**src/rtl/bin2bcd_if.sv**
```systemverilog
// Handshake and result bundle between a controller (master) and the bin2bcd converter (slave).
interface bin2bcd_if #(
    parameter int W = 13
);
    logic         start;
    logic [W-1:0] bin;
    logic         ready;
    logic         done_tick;
    logic [3:0]   bcd3;
    logic [3:0]   bcd2;
    logic [3:0]   bcd1;
    logic [3:0]   bcd0;

    modport master (
        output start, bin,
        input  ready, done_tick, bcd3, bcd2, bcd1, bcd0
    );

    modport slave (
        input  start, bin,
        output ready, done_tick, bcd3, bcd2, bcd1, bcd0
    );
endinterface

```
**src/rtl/bin2bcd.sv**
```systemverilog
// Iterative W-bit binary to 4-digit BCD converter (shift-and-add-3), one bit per clock.
module bin2bcd #(
    parameter int W = 13
) (
    input logic     clk,
    input logic     reset,
    bin2bcd_if.slave bus
);
    localparam int CW = $clog2(W + 1);

    typedef enum logic [1:0] {IDLE, OP, DONE} state_t;

    state_t        state_q;
    logic [W-1:0]  p2s_q, p2s_d;
    logic [CW-1:0] n_q;
    logic [3:0]    bcd3_q, bcd2_q, bcd1_q, bcd0_q;
    logic [3:0]    bcd3_d, bcd2_d, bcd1_d, bcd0_d;
    logic          ready_q, doneTick_q;
    logic [15+W:0] shiftVec;

    function automatic logic [3:0] adjustDigit(input logic [3:0] d);
        return (d > 4'd4) ? d + 4'd3 : d;
    endfunction

    // The bcd3 MSB falls off the top; it can never be set for W <= 13.
    always_comb begin
        shiftVec = {adjustDigit(bcd3_q), adjustDigit(bcd2_q),
                    adjustDigit(bcd1_q), adjustDigit(bcd0_q), p2s_q, 1'b0};
        bcd3_d = shiftVec[15+W:12+W];
        bcd2_d = shiftVec[11+W:8+W];
        bcd1_d = shiftVec[7+W:4+W];
        bcd0_d = shiftVec[3+W:W];
        p2s_d  = shiftVec[W-1:0];
    end

    always_ff @(posedge clk) begin
        if (!reset) begin
            state_q    <= IDLE;
            p2s_q      <= '0;
            n_q        <= '0;
            bcd3_q     <= 4'd0;
            bcd2_q     <= 4'd0;
            bcd1_q     <= 4'd0;
            bcd0_q     <= 4'd0;
            ready_q    <= 1'b1;
            doneTick_q <= 1'b0;
        end else begin
            case (state_q)
                IDLE: begin
                    if (bus.start) begin
                        p2s_q   <= bus.bin;
                        n_q     <= CW'(W);
                        bcd3_q  <= 4'd0;
                        bcd2_q  <= 4'd0;
                        bcd1_q  <= 4'd0;
                        bcd0_q  <= 4'd0;
                        ready_q <= 1'b0;
                        state_q <= OP;
                    end
                end
                OP: begin
                    p2s_q  <= p2s_d;
                    bcd3_q <= bcd3_d;
                    bcd2_q <= bcd2_d;
                    bcd1_q <= bcd1_d;
                    bcd0_q <= bcd0_d;
                    n_q    <= n_q - CW'(1);
                    if (n_q == CW'(1)) begin
                        doneTick_q <= 1'b1;
                        state_q    <= DONE;
                    end
                end
                DONE: begin
                    doneTick_q <= 1'b0;
                    ready_q    <= 1'b1;
                    state_q    <= IDLE;
                end
                default: begin
                    doneTick_q <= 1'b0;
                    ready_q    <= 1'b1;
                    state_q    <= IDLE;
                end
            endcase
        end
    end

    assign bus.ready     = ready_q;
    assign bus.done_tick = doneTick_q;
    assign bus.bcd3      = bcd3_q;
    assign bus.bcd2      = bcd2_q;
    assign bus.bcd1      = bcd1_q;
    assign bus.bcd0      = bcd0_q;
endmodule
```
**src/flat_wrapper.sv**
```systemverilog
// flat-port wrapper written by rule: the top's interface ports become plain ports
module bin2bcd_flat 
#(
    parameter int W = 13
)
  (clk, reset, bus_start, bus_bin, bus_ready, bus_done_tick, bus_bcd3, bus_bcd2, bus_bcd1, bus_bcd0);
  bin2bcd_if #(.W(W)) bus_i ();
  input logic clk;
  input logic reset;
  input wire logic [$bits(bus_i.start)-1:0] bus_start;
  input wire logic [$bits(bus_i.bin)-1:0] bus_bin;
  output wire logic [$bits(bus_i.ready)-1:0] bus_ready;
  output wire logic [$bits(bus_i.done_tick)-1:0] bus_done_tick;
  output wire logic [$bits(bus_i.bcd3)-1:0] bus_bcd3;
  output wire logic [$bits(bus_i.bcd2)-1:0] bus_bcd2;
  output wire logic [$bits(bus_i.bcd1)-1:0] bus_bcd1;
  output wire logic [$bits(bus_i.bcd0)-1:0] bus_bcd0;
  assign bus_i.start = bus_start;
  assign bus_i.bin = bus_bin;
  assign bus_ready = bus_i.ready;
  assign bus_done_tick = bus_i.done_tick;
  assign bus_bcd3 = bus_i.bcd3;
  assign bus_bcd2 = bus_i.bcd2;
  assign bus_bcd1 = bus_i.bcd1;
  assign bus_bcd0 = bus_i.bcd0;
  bin2bcd #(.W(W)) u_core (.clk(clk), .reset(reset), .bus(bus_i));
endmodule
```
**config.mk**
```make
export PLATFORM = sky130hd
export DESIGN_NAME = bin2bcd_flat
export DESIGN_NICKNAME = d
export VERILOG_FILES = /design/src/rtl/bin2bcd_if.sv /design/src/rtl/bin2bcd.sv /design/src/flat_wrapper.sv
export SDC_FILE = /design/constraint.sdc
export NUM_CORES = 1
export LEC_CHECK = 0
export ABC_AREA = 1
export CORE_ASPECT_RATIO = 2
export CORE_MARGIN = 2
export CORE_UTILIZATION = 52
export CTS_CLUSTER_DIAMETER = 60
export DETAILED_ROUTE_END_ITERATION = 6
export GPL_TIMING_DRIVEN = 0
export PLACE_DENSITY = 0.86
export SKIP_CTS_REPAIR_TIMING = 1
export SLEW_MARGIN = 20
export SYNTH_ARGS = -nofsm -noshare
export SYNTH_HDL_FRONTEND = slang
export SYNTH_SLANG_ARGS = --single-unit
```
**constraint.sdc**
```tcl
create_clock -name clk -period 1.7 [get_ports clk]
set_clock_uncertainty 0.1 [all_clocks]
set_input_delay 0.255 -clock clk [delete_from_list [all_inputs] [get_ports clk]]
set_output_delay 0.255 -clock clk [all_outputs]
set_load 0.01 [all_outputs]
```
# ---- Word-level counts from Yosys, hierarchy flattened
# Index checks and enable logic that the tools add are counted.
dict set report word_totals {
  register_bits 37
  output_inout_bits 18
  elab_cells 50
}
dict set report classes {
  n_addsub 5
  magnitude_cmp 4
  eq_ne 4
  muxes 20
  bitwise_logic 2
  reduce_logical 6
}
# operator n
set op_table {}
lappend op_table {{4-bit one-hot mux with 2 select lines} 5}
lappend op_table {{13-bit one-hot mux with 2 select lines} 1}
lappend op_table {{4-bit 2-to-1 mux} 5}
lappend op_table {{4-bit by 3-bit greater-than comparator with 1-bit output (second input constant)} 4}
lappend op_table {{13-bit 2-to-1 mux} 1}
lappend op_table {{4-bit by 2-bit adder with 4-bit output (second input constant)} 3}
lappend op_table {{2-bit AND reduction} 4}
lappend op_table {{4-bit by 1-bit equality test with 1-bit output (second input constant)} 1}
lappend op_table {{2-bit 2-to-1 mux} 2}
lappend op_table {{1-bit one-hot mux with 2 select lines} 2}
lappend op_table {{2-bit one-hot mux with 2 select lines} 1}
lappend op_table {{4-bit by 1-bit subtractor with 4-bit output (second input constant)} 1}
lappend op_table {{3-bit by 2-bit adder with 3-bit output (second input constant)} 1}
lappend op_table {{3-bit 2-to-1 mux} 1}
lappend op_table {{2-bit by 1-bit equality test with 1-bit output (second input constant)} 1}
lappend op_table {{2-bit zero test} 1}
lappend op_table {{1-bit 2-to-1 mux} 2}
lappend op_table {{2-bit by 1-bit inequality test with 1-bit output (second input constant)} 1}
lappend op_table {{2-bit inequality test (second input constant)} 1}
lappend op_table {{1-bit inverter} 2}
lappend op_table {{2-bit nonzero test} 1}

# ---- Longest topological paths before layout
dict set report logic_depth {
  word_depth 3
  ltp_mapped 8
}

# ---- Least setup slack after synthesis
# Ideal clock, no wire load.
dict set report synth_path {
  path_type {register to register}
  from {reg u_core.bcd2_q[0], in the netlist u_core.bus.bcd2[0]}
  to {reg u_core.bcd2_q[1], in the netlist u_core.bus.bcd2[1]}
  setup_time_ns 0.132
  t_arrival_ns 1.051
  required_ns 1.468
  path_slack_ns 0.416
  path_stages_with_launch 9
  path_buffers 0
  cell_sequence {dfxtp_1 -> inv_1 -> ha_1 -> inv_1 -> nand2_1 -> nand2_1 -> nand2_1 -> nand3_1 -> a21oi_1}
}
dict set report synth_via {
  elab_chain_len 3
  word_cells_on_any_way 4
  classes_between {1 x add/sub; 1 x order compare; 2 x mux}
}
# item line
set synth_lines {}
lappend synth_lines {{start, declared} bin2bcd.sv:16} ;# logic [3:0] bcd3_q, bcd2_q, bcd1_q, bcd0_q;
lappend synth_lines {{start signal, assigned} bin2bcd.sv:42} ;# bcd2_q <= 4'd0;
lappend synth_lines {{start signal, assigned} bin2bcd.sv:54} ;# bcd2_q <= 4'd0;
lappend synth_lines {{start signal, assigned} bin2bcd.sv:64} ;# bcd2_q <= bcd2_d;
lappend synth_lines {{4-bit by 2-bit adder with 4-bit output or 4-bit by 3-bit greater-than comparator with 1-bit output (tied branches)} bin2bcd.sv:22} ;# return (d > 4'd4) ? d + 4'd3 : d;
lappend synth_lines {{4-bit 2-to-1 mux (*)} bin2bcd.sv:22}
lappend synth_lines {{4-bit one-hot mux with 2 select lines (*)} bin2bcd.sv:48} ;# case (state_q)
# Mark *: on every way between the ends. The rest lies on a longest branch, timed or not.
# A chain may end at the register's enable or synchronous reset.

# ---- Final worst setup path
dict set report layout_path {
  from {reg u_core.bcd0_q[2], in the netlist u_core.bus.bcd0[2]}
  to {out bus_bcd0[2]}
}
# item line
set layout_rtl {}
lappend layout_rtl {{start, declared} bin2bcd.sv:16}
lappend layout_rtl {{start signal, assigned} bin2bcd.sv:44} ;# bcd0_q <= 4'd0;
lappend layout_rtl {{start signal, assigned} bin2bcd.sv:56} ;# bcd0_q <= 4'd0;
lappend layout_rtl {{start signal, assigned} bin2bcd.sv:66} ;# bcd0_q <= bcd0_d;
lappend layout_rtl {{end, declared} flat_wrapper.sv:17} ;# output wire logic [$bits(bus_i.bcd0)-1:0] bus_bcd0;
# No word-level cell between the ends.

==> results.txt <==
die height -> 88.74 um
Initial Utilization -> 54.65%
part of the Yosys area used for sequential elements -> 39.68%
Port-buffer cells -> 32
most common cell after layout, fill and taps aside -> nand2_1
Gate Count Post-Synth -> 274
H-tree levels -> 2
Boundary Pins -> 34
number of synthesized flops with an enable pin -> 0
Clock Sinks -> 37
clock root buffer -> clkbuf_8
total number of vias -> 1,840
Most used DFF post-synth -> dfxtp_1
placed wire-length estimate -> 3066 um
Clock Latency Late Sink -> 0.29 ns
chip width -> 46.37 um
Routed WL per cell -> 11.76 um
# setup viols final -> 0
share of cells above drive strength 1 -> 7.006%
Max clock buf depth -> 2
Final Hold Viols -> 0
nature of the critical path startpoint -> flop
antenna diode count -> 0
setup total negative slack -> 0 ns
PnR worst setup slack -> 0.02363 ns
Unique masters post-synth -> 21
slew at the pin with the worst max-slew slack -> 0.5056 ns
total track usage -> 23.35%
CTS clk-pin slew, worst paths -> 0.08 ns
Worst EP required -> 1.34 ns
max-cap viol count -> 0
CP max stage delay -> 0.58 ns
Yosys reg bits -> 37
status -> completed
Final GP Congestion -> 0.8353
Pleak -> 0.001039 uW
Post-DP Area -> 2247 um^2
DRT Pass-1 Iters -> 4
WP buf/inv -> 1
Crit path max-delay family -> buffers and inverters
total chip power -> 1914 uW
layout overhead on the synthesized area -> 25.80%
CP max-delay cell -> clkdlybuf4s50_1
leading cell types in the layout, fill and taps excluded -> 92 x nand2_1, 37 x dfxtp_1, 34 x nand3_1, 32 x inv_1, 32 x clkdlybuf4s50_1
mapped cell area -> 1867 um^2
Fmax -> 596.5 MHz
worst relative slew slack -> 66.30%
Arrival @ worst endpoint -> 1.32 ns
Vias/cell -> 5.083
post-route cell area -> 2349 um^2
Pwr per Cell Area -> 815.0 nW/um^2
Final Max Slew Viols -> 0
Row Count -> 30
Setup WS pre-CTS -> 0.01973 ns
initial antenna violation count -> 0
synthesized area per cell -> 6.813 um^2
Core Box Area -> 3416 um^2
CP max FO -> 6
largest net degree at the start of global routing -> 12
CTS tree -> yes
Routed WL -> 4256 um
Critical Path Sink Type -> output pin
vias in the first global route -> 1,752
RSZ-0062 raised after global routing -> no
critical path, cell by cell -> clkdlybuf4s50_1
antenna-violating nets left -> 0
Num CTS Buffers -> 5
DR iter-0 viols -> 34
shortest period the worst path allows -> 1.676 ns
share of flip-flops with an asynchronous set or reset -> 0%
Post-route DRC -> 0
maximum VDD drop -> 0.7288 mV
grt total ovfl -> 0
critical path class -> reg -> out
period utilization -> 98.61%
nets -> 335
die area -> 4114 um^2
synth warn -> 0
post-synth net total -> 296
Min-Delay Path Class -> in -> reg
global-route wire length before repair -> 7003 um
## area by class of cell
class	count	area, um^2
Sequential cell	37	740.7
Clock buffer	7	96.34
Tap cell	48	60.06
Multi-Input combinational cell	194	927.1
Inverter	35	136.4
Buffer	8	62.56
Fill cell	284	1067
Clock inverter	1	5.005
Timing Repair Buffer	32	320.3
## metrics by stage
| stage | instances | utilization (%) | hold slack (ns) |
|---|---|---|---|
| 5_1_grt | 362 | 68.75 | 0.1763 |
| 4_1_cts | 362 | 68.75 | 0.1678 |
| 3_5_place_dp | 354 | 65.79 | 0.3454 |
| 3_3_place_gp | 354 | 65.79 | 0.3356 |
| 6_report | 362 | 68.75 | 0.1755 |
| 2_1_floorplan | 274 | - | 0.2928 |
## cells in the mapped netlist (3+ instances only)
cell | count | area [um^2]
nand3_1 | 34 | 170.2
nor2_1 | 13 | 48.80
buf_6 | 4 | 45.04
o21ai_0 | 7 | 35.03
nand2_4 | 3 | 33.78
ha_1 | 6 | 75.07
a21oi_1 | 29 | 145.1
dfxtp_1 | 37 | 740.7
inv_1 | 32 | 120.1
nand2_1 | 92 | 345.3
o21bai_1 | 4 | 30.03
## final timing paths
path / startpoint / to / slack, ns / depth (start not counted)
setup / recovery: u_core.bus.bcd0[2] / bus_bcd0[2] / 0.02 / 1
hold / removal: reset / u_core.n_q[3] / 0.18 / 3
setup reg to reg: u_core.bus.bcd0[0] / u_core.bus.bcd0[2] / 0.26 / 8
hold reg to reg: u_core.bus.ready / u_core.bus.ready / 0.36 / 2
## flip-flops by register name, indices dropped and copies added (netlist names)
register / flops
u_core.p2s_q: 13
u_core.bus.bcd0: 4
u_core.bus.bcd1: 4
u_core.bus.bcd2: 4
u_core.bus.bcd3: 4
u_core.n_q: 4
u_core.state_q: 2
u_core.bus.done_tick: 1
u_core.bus.ready: 1
## power breakdown
group,switching [uW],total [uW],internal [uW]
clock network,309,676,366
registers,29.4,940,911
logic,177,298,122
## cells by family after synthesis
kind of cell	after synthesis	synth area share, %
adders and majority gates	6	4.021
buffers and inverters	43	10.66
AOI/OAI and AO/OA	42	12.06
and+or+nand+nor	146	33.58
DFF	37	39.68
## routing by layer
| metal | part of all wire (%) | GRT usage, % |
|---|---|---|
| met1 | 38 | 22.68 |
| met2 | 55 | 41.54 |
| met3 | 3.7 | 4.490 |
| met4 | 2.9 | 15.58 |
| met5 | 0 | 0 |
## worst register-to-register path, cell delays in order (launching register included)
cell	delay, ns
dfxtp_1	0.41
inv_1	0.10
ha_1	0.22
inv_1	0.05
nand2_1	0.11
nand2_1	0.12
nand2_1	0.07
nand3_1	0.07
a21oi_1	0.06
(Power assumes the default switching activity.)
